`src/rtl/sync_fifo_flags.sv`:
```
// rtl/sync_fifo_flags.sv - single-clock FIFO with count, programmable flags, sticky errors, FWFT option
// Storage is not reset; all flags are registered from the post-update occupancy.
module sync_fifo_flags #(
   parameter int WIDTH    = 16,
   parameter int DEPTH    = 8,
   parameter int AF_LEVEL = 6,
   parameter int AE_LEVEL = 2,
   parameter bit FWFT     = 1'b0,
   localparam int CW      = $clog2(DEPTH + 1)
) (
   input  logic             clk,
   input  logic             rst_n,
   input  logic             wr_en,
   input  logic [WIDTH-1:0] write_data,
   input  logic             rd_en,
   output logic [WIDTH-1:0] read_data,
   output logic             full,
   output logic             empty,
   output logic             almost_full,
   output logic             almost_empty,
   output logic [CW-1:0]    count,
   output logic             overflow,
   output logic             underflow,
   input  logic             clr_err
);

   localparam int PW = (DEPTH > 1) ? $clog2(DEPTH) : 1;
   localparam logic [PW-1:0] LAST = PW'(DEPTH - 1);

   logic [WIDTH-1:0] mem_q [DEPTH];
   logic [PW-1:0]    wr_ptr_q, wr_ptr_d;
   logic [PW-1:0]    rd_ptr_q, rd_ptr_d;
   logic [CW-1:0]    count_q, count_d;
   logic             full_q, empty_q, afull_q, aempty_q;
   logic             overflow_q, overflow_d;
   logic             underflow_q, underflow_d;
   logic             rd_ok, wr_ok;

   always_comb begin
      rd_ok       = rd_en && !empty_q;
      // a full FIFO can still take a write when the same edge pops a word
      wr_ok       = wr_en && (!full_q || rd_ok);
      count_d     = count_q + CW'(wr_ok) - CW'(rd_ok);
      wr_ptr_d    = wr_ptr_q;
      rd_ptr_d    = rd_ptr_q;
      if (wr_ok) wr_ptr_d = (wr_ptr_q == LAST) ? '0 : wr_ptr_q + 1'b1;
      if (rd_ok) rd_ptr_d = (rd_ptr_q == LAST) ? '0 : rd_ptr_q + 1'b1;
      overflow_d  = (overflow_q && !clr_err) || (wr_en && !wr_ok);
      underflow_d = (underflow_q && !clr_err) || (rd_en && !rd_ok);
   end

   always_ff @(posedge clk or negedge rst_n) begin
      if (!rst_n) begin
         wr_ptr_q    <= '0;
         rd_ptr_q    <= '0;
         count_q     <= '0;
         full_q      <= 1'b0;
         empty_q     <= 1'b1;
         afull_q     <= 1'b0;
         aempty_q    <= 1'b1;
         overflow_q  <= 1'b0;
         underflow_q <= 1'b0;
      end else begin
         wr_ptr_q    <= wr_ptr_d;
         rd_ptr_q    <= rd_ptr_d;
         count_q     <= count_d;
         full_q      <= (count_d == CW'(DEPTH));
         empty_q     <= (count_d == '0);
         afull_q     <= (count_d >= CW'(AF_LEVEL));
         aempty_q    <= (count_d <= CW'(AE_LEVEL));
         overflow_q  <= overflow_d;
         underflow_q <= underflow_d;
      end
   end

   always_ff @(posedge clk) begin
      if (wr_ok) mem_q[wr_ptr_q] <= write_data;
   end

   generate
      if (!FWFT) begin : g_reg_read
         logic [WIDTH-1:0] rdata_q;
         always_ff @(posedge clk or negedge rst_n) begin
            if (!rst_n)     rdata_q <= '0;
            else if (rd_ok) rdata_q <= mem_q[rd_ptr_q];
         end
         assign read_data = rdata_q;
      end else begin : g_fwft_read
         // head word depends only on the registered read pointer
         assign read_data = mem_q[rd_ptr_q];
      end
   endgenerate

   assign full         = full_q;
   assign empty        = empty_q;
   assign almost_full  = afull_q;
   assign almost_empty = aempty_q;
   assign count        = count_q;
   assign overflow     = overflow_q;
   assign underflow    = underflow_q;

endmodule

```
`config.mk`:
```
export PLATFORM = sky130hd
export DESIGN_NAME = sync_fifo_flags
export DESIGN_NICKNAME = d
export VERILOG_FILES = /design/src/rtl/sync_fifo_flags.sv
export SDC_FILE = /design/constraint.sdc
export NUM_CORES = 1
export LEC_CHECK = 0
export CAP_MARGIN = 20
export CORE_ASPECT_RATIO = 0.75
export CORE_MARGIN = 2
export CORE_UTILIZATION = 50
export DETAILED_ROUTE_END_ITERATION = 8
export GPL_TIMING_DRIVEN = 0
export HOLD_SLACK_MARGIN = 0.1
export PLACE_DENSITY = 0.7
export SLEW_MARGIN = 20
export SYNTH_ARGS = -nofsm -noshare
export SYNTH_HDL_FRONTEND = slang
export SYNTH_SLANG_ARGS = --single-unit
```
`constraint.sdc`:
```
create_clock -name clk -period 3.6 [get_ports clk]
set_clock_uncertainty 0.15 [all_clocks]
set_input_delay 1.08 -clock clk [delete_from_list [all_inputs] [get_ports clk]]
set_output_delay 1.08 -clock clk [all_outputs]
set_load 0.05 [all_outputs]
```
# == After elaboration in Yosys (flattened, before gate mapping) ==
# Memories as Yosys holds them, arrays and structs flattened. A register that Yosys moved wholly into a read port is not among the register bits.
# Index checks and enable logic that the tools add are counted.
# word_totals
elab_cells,39
out_inout_bits,26
memories,1
ramBits,128
mem_bits_ro,0
regBits,16
in_bits,21
latch_bits,0
# memory_table
memory,words,width,read_ports,rd_clocked_by_memory_dff,wr,line_no,rtl
mem_q,8,16,1,1,1,30,logic [WIDTH-1:0] mem_q [DEPTH];
# op_classes
shifts,0
div,0
n_addsub,4
n_bitwise,0
n_eq_ne,3
reduce_logical,16
mul,0
magnitude_cmp,2
mux,4
# op_table
cell,n
3-bit by 1-bit adder with 3-bit output (second input constant),2
3-bit equality test (second input constant),2
1-bit logical AND,6
1-bit zero test,6
3-bit 2-to-1 mux,2
4-bit by 1-bit adder with 4-bit output,1
4-bit equality test (second input constant),1
4-bit by 3-bit greater-or-equal comparator with 1-bit output (second input constant),1
4-bit by 2-bit <= comparator with 1-bit output (second input constant),1
4-bit zero test,1
4-bit by 1-bit subtractor with 4-bit output,1
1-bit logical OR,3
1-bit 2-to-1 mux,2

# == Logic depth before layout (Yosys ltp) ==
# logic_depth
word_depth,7
depth_mapped,11
mapped_depth_nobuf,10

# == Least setup slack after synthesis ==
# No wires, ideal clock.
# synth_path
kind,input to register
start,input rd_en
end,memory mem_q[0][0] (enable)
setup_ns,0.430
n_path_buf,0
t_required_ns,3.020
t_arrival_ns,2.940
stages,4
slack_ns,0.080
path_cell_list,nand2b_1 > inv_2 > o21ai_4 > nor4_1
# synth_between
elab_chain_len,5
# synth_rtl
element,line_no,rtl
start: declaration,15,"input logic rd_en,"
1-bit logical AND,40,rd_ok = rd_en && !empty_q;
1-bit logical OR,42,wr_ok = wr_en && (!full_q || rd_ok);
1-bit logical AND,42,
1-bit 2-to-1 mux,77,if (wr_ok) mem_q[wr_ptr_q] <= write_data;
1-bit 2-to-1 mux (implied by the code),77,
end: declaration,30,
# No other way between the ends.

# == Worst setup path after layout ==
# layout_path
start,input rd_en
end,"register empty_q, in the netlist empty"
# layout_between
elab_chain_len,6
# layout_rtl
element,line_no,rtl
1-bit logical AND *,40,
1-bit logical OR,42,
1-bit logical AND,42,
4-bit by 1-bit adder with 4-bit output,43,count_d = count_q + CW'(wr_ok) - CW'(rd_ok);
4-bit by 1-bit subtractor with 4-bit output *,43,
net count_d[1],33,"logic [CW-1:0] count_q, count_d;"
4-bit zero test *,68,empty_q <= (count_d == '0);
end signal: assignment,68,
end: declaration,34,"logic full_q, empty_q, afull_q, aempty_q;"
# Mark *: on every way through the listed nets, which the timed path passes. The rest lies on a longest branch.
# A chain may end at the register's enable or synchronous reset.

==> results list <==
* Combinational fraction of design power: a little over a third
* Root buf cell: sky130_fd_sc_hd__clkbuf_16
- The worst pin sits at a relative slew slack of 52.6%.
* Final std cells w/o fill: ~640
- Of the total synthesized cell area, the portion taken by full adders, half adders and majority gates is about 1.9%.
* Dominant combinational cell family by area after synthesis: multiplexers
* CTS tree: yes
- Hold Vio Cnt, Final: 0
- Static Leakage: between 0.002 and 0.003 uW
* Top-area cell type share of the netlist area: 60.8%
- For this run the aggregate overflow at the end of global routing stands at 0.
- PnR worst setup slack: around 290 ps
- Setup repair after global routing left no endpoint under its margin.
- Peak clock frequency supported by timing: ~0.3 GHz
- Input and output buffers added on the ports amount to between 40 and 50.
- Net switching is between 30% and 40% of the power.
* Final critical delay including setup and external delays: roughly 3300 ps
- Area growth, synth to finish: 23.2%
- Largest net degree at the start of global routing: 29
* Initial DRT Pass Iterations: 4
- The number of clock buffers added by TritonCTS is 17.
- Power after layout: 6760 uW
- The initial antenna violation count came to 0.
- Xor-xnor portion of the synthesized cell area: less than 1%
- Total number of placement rows: 35
- Antenna-violating nets left: 0
- Period Utilization, post-route: slightly above 90%
* Width of the die: approximately 130 um
- The share of the Yosys chip area taken by registers is 73.5%.
* H-Tree Depth: 4
- For this run, the number of Yosys warnings is 0.
- The share of total power dissipated in sequential elements is 37.6%.
- Summing every instance area after synthesis gives approximately 6300 um^2.
* Pwr dens: 868 nW/um^2
* Arrival time at the worst endpoint: ~3500 ps
- The internal portion of the total power is 4390 uW.
* Final weighted congestion of routability-driven global placement: ~0.74
* Number of max-slew violations in the final report: 0
- Count of unresolved DRC violations after routing: 0
* Via count of the routed design: ~3500
- Clock tree synthesis found a total of 160 sinks.
- Dividing the detail-routed wire length by the instance count gives between 20 and 25 um.
* Avg Inst Size Synth: 16.4 um^2
- In the final timing run, aggregate negative setup slack is 0 ps.
* Critical Setup Path Class: input pin to flip-flop
- Post-CTS setup buffer count: 0
- Of all nets on the critical path, the largest fanout is 19.
- Overall fraction of global-route tracks in use: between 20% and 30%
- After synthesis the netlist holds a flip-flop and latch count of between 150 and 200.
- Initial DRC count: between 200 and 300
- The min-delay analysis places its worst path in the category flip-flop to flip-flop.
- Mux contribution to synthesized area: approximately a tenth
- Status: completed
- Final Hold Slack: 325 ps
* Cell Count Post-Placement: around 610
* Per-cell via count in the routed design: between 5 and 6
- Hold repair after CTS inserted 0 buffers.
- After detailed routing, the total wire length is approximately 13000 um.
* Die span in y: a little over 100 um
- The floorplan step defined a core boundary enclosing approximately 12000 um^2.
- The number of gates resized after CTS was 0.
- Post-layout net count: 495
- The die covers between 10000 and 15000 um^2.
* Clock transition at the registers of the reported paths: approximately 60 ps
- First-pass GRT wire length: around 20000 um
- STA puts the critical path data required time at between 3000 and 4000 ps.
* Net count after synthesis: around 420
- Setup violations remaining at the end of the flow were counted as 0.
* Capturing element type of the critical path: flip-flop
* Share of synthesized cell area in and, or, nand and nor gates: roughly 5.5%
* Net switching component of the power: around 2400 uW
* Mapped Cells: around 390
- The repair_antennas step left the layout with diodes totalling 0.
- DP Wirelength: about 9000 um
- Area fraction in compound gates after synthesis: about 5.2%
- Sorting the synthesized cells by area gives the leading types as sky130_fd_sc_hd__edfxtp_1 61%, sky130_fd_sc_hd__dfrtp_1 12%, sky130_fd_sc_hd__mux2i_1 10%, sky130_fd_sc_hd__a22oi_1 3.8%, sky130_fd_sc_hd__nand2_1 2.3%.
* Biggest area consumer among synthesized cells: sky130_fd_sc_hd__edfxtp_1
* Clock latency on the worst-skew pair: approximately 420 ps
- Maximum vdd ir drop: ~0.49 mV
- Per report_power, the clock group accounts for between 20% and 30% of the total.
- Critical path startpoint category: input pin
- No sink is reached through more buffers than the 2 on the longest clock path.
- In the final layout, the share of cells above drive strength 1 is approximately 17%.
* Via count of the first global-routing pass: ~3500
* Least-Margin Pin Slew: between 700 and 800 ps
- Max-cap violations in this run came to 0.
- Count of pins on the block boundary: between 40 and 50
- Timing analysis after detailed placement gives a worst setup slack of -356 ps.
- Once the floorplan was initialized, standard cells occupied between 50 and 60% of the core.
* Unique cell type count in the Yosys netlist: 37
per-stage QoR:
step                instance area (um^2)  utilization [%]
floorplan                           6320                -
global placement                    6990             56.8
detailed placement                  7170             58.3
CTS                                 7790             63.3
global route                        7790             63.3
finish                              7790             63.3
layout make-up:
| cell class | count | area (um^2) |
|---|---|---|
| multi-input combinational | 198 | 1520 |
| buffer | 18 | 154 |
| fill | 857 | 4520 |
| tap | 166 | 208 |
| timing repair buffer | 62 | 609 |
| clock inverter | 14 | 181 |
| sequential | 160 | 4650 |
| inverter | 8 | 30.0 |
| clock buffer | 18 | 439 |
worst max-delay path, stage by stage:
cell	delay [ps]
sky130_fd_sc_hd__clkdlybuf4s50_1	480
sky130_fd_sc_hd__nand2b_1	150
sky130_fd_sc_hd__inv_2	120
sky130_fd_sc_hd__buf_4	280
sky130_fd_sc_hd__ha_1	280
sky130_fd_sc_hd__inv_1	60
sky130_fd_sc_hd__ha_1	170
sky130_fd_sc_hd__fa_1	490
sky130_fd_sc_hd__nor4_1	340
power by group through the flow:
stage / combinational [uW] / clock, uW / sequential, uW
after floorplan: 1160 / 0 / 3000
after global placement: 2270 / 0 / 2560
after detailed placement: 2380 / 0 / 2580
after CTS: 2400 / 1860 / 2540
after global routing: 2560 / 1950 / 2580
final: 2380 / 1840 / 2540
path summary, 6_finish.rpt:
kind                               from      endpoint  slack (ps)  cells after the start
hold reg to reg            read_data[1]  read_data[1]         330                      2
setup reg to reg                  empty         empty         810                      9
min in group asynchronous         rst_n  read_data[2]         340                      1
max in group asynchronous         rst_n         empty        2490                      2
setup / recovery                  rd_en         empty         290                      9
hold / removal             read_data[1]  read_data[1]         330                      2
state kept, by name, summed over array words and instances, names as in the netlist:
name / flops
overflow: 1
wr_ptr_q: 3
count: 4
underflow: 1
almost_full: 1
mem_q: 128
almost_empty: 1
read_data: 16
full: 1
empty: 1
rd_ptr_q: 3
cell usage after synthesis:
library cell               count
sky130_fd_sc_hd__edfxtp_1    128
sky130_fd_sc_hd__mux2i_1      64
sky130_fd_sc_hd__nand2_1      39
sky130_fd_sc_hd__a22oi_1      32
sky130_fd_sc_hd__dfrtp_1      30
sky130_fd_sc_hd__nand3_1      17
sky130_fd_sc_hd__ha_1          8
sky130_fd_sc_hd__buf_2         6
sky130_fd_sc_hd__inv_1         6
sky130_fd_sc_hd__nor3_1        6
sky130_fd_sc_hd__nand2b_1      5
sky130_fd_sc_hd__a21o_1        4
sky130_fd_sc_hd__buf_4         4
sky130_fd_sc_hd__nor2_1        4
sky130_fd_sc_hd__o21ai_1       3
sky130_fd_sc_hd__buf_12        2
sky130_fd_sc_hd__buf_8         2
sky130_fd_sc_hd__clkbuf_1      2
sky130_fd_sc_hd__clkbuf_2      2
sky130_fd_sc_hd__dfstp_2       2
sky130_fd_sc_hd__nor2b_1       2
sky130_fd_sc_hd__nor4_1        2
sky130_fd_sc_hd__a211oi_1      1
sky130_fd_sc_hd__a21oi_2       1
sky130_fd_sc_hd__and2_1        1
sky130_fd_sc_hd__buf_6         1
sky130_fd_sc_hd__clkinv_1      1
sky130_fd_sc_hd__fa_1          1
sky130_fd_sc_hd__inv_2         1
sky130_fd_sc_hd__mux2_1        1
sky130_fd_sc_hd__nor4b_1       1
sky130_fd_sc_hd__o211ai_1      1
sky130_fd_sc_hd__o21ai_0       1
sky130_fd_sc_hd__o21ai_4       1
sky130_fd_sc_hd__xnor2_1       1
sky130_fd_sc_hd__xnor2_2       1
sky130_fd_sc_hd__xor2_1        1
logic make-up after synthesis:
logic type                 after synthesis
AOI/OAI and AO/OA                       44
DFF                                    160
adders and majority gates                9
buffers and inverters                   27
muxes                                   65
and+or+nand+nor                         77
xor gates and xnor gates                 3
layout by cell type (no fill, tap or decap), types with 2 or more instances in the layout:
cell	instances
sky130_fd_sc_hd__a21o_1	4
sky130_fd_sc_hd__a22oi_1	32
sky130_fd_sc_hd__buf_12	3
sky130_fd_sc_hd__buf_2	8
sky130_fd_sc_hd__buf_4	12
sky130_fd_sc_hd__buf_6	4
sky130_fd_sc_hd__buf_8	4
sky130_fd_sc_hd__bufinv_16	3
sky130_fd_sc_hd__clkbuf_1	2
sky130_fd_sc_hd__clkbuf_16	17
sky130_fd_sc_hd__clkbuf_2	2
sky130_fd_sc_hd__clkdlybuf4s50_1	45
sky130_fd_sc_hd__clkinv_4	4
sky130_fd_sc_hd__clkinvlp_4	3
sky130_fd_sc_hd__dfrtp_1	30
sky130_fd_sc_hd__dfstp_2	2
sky130_fd_sc_hd__edfxtp_1	128
sky130_fd_sc_hd__ha_1	8
sky130_fd_sc_hd__inv_1	6
sky130_fd_sc_hd__inv_6	2
sky130_fd_sc_hd__mux2i_1	64
sky130_fd_sc_hd__nand2_1	39
sky130_fd_sc_hd__nand2b_1	5
sky130_fd_sc_hd__nand3_1	17
sky130_fd_sc_hd__nor2_2	3
sky130_fd_sc_hd__nor2b_1	2
sky130_fd_sc_hd__nor3_1	2
sky130_fd_sc_hd__nor3_2	4
sky130_fd_sc_hd__o21ai_1	3
layer usage:
metal | global-route usage [%] | vias to the layer above | part of all wire [%]
met4 | 6.55 | 0 | 0.93
met5 | 0 | - | 0
met3 | 5.21 | 13 | 5.8
met2 | 33.6 | 105 | 47
li1 | - | 1632 | -
met1 | 29.5 | 1754 | 46
Note: power is estimated with default switching activity, not from simulation.
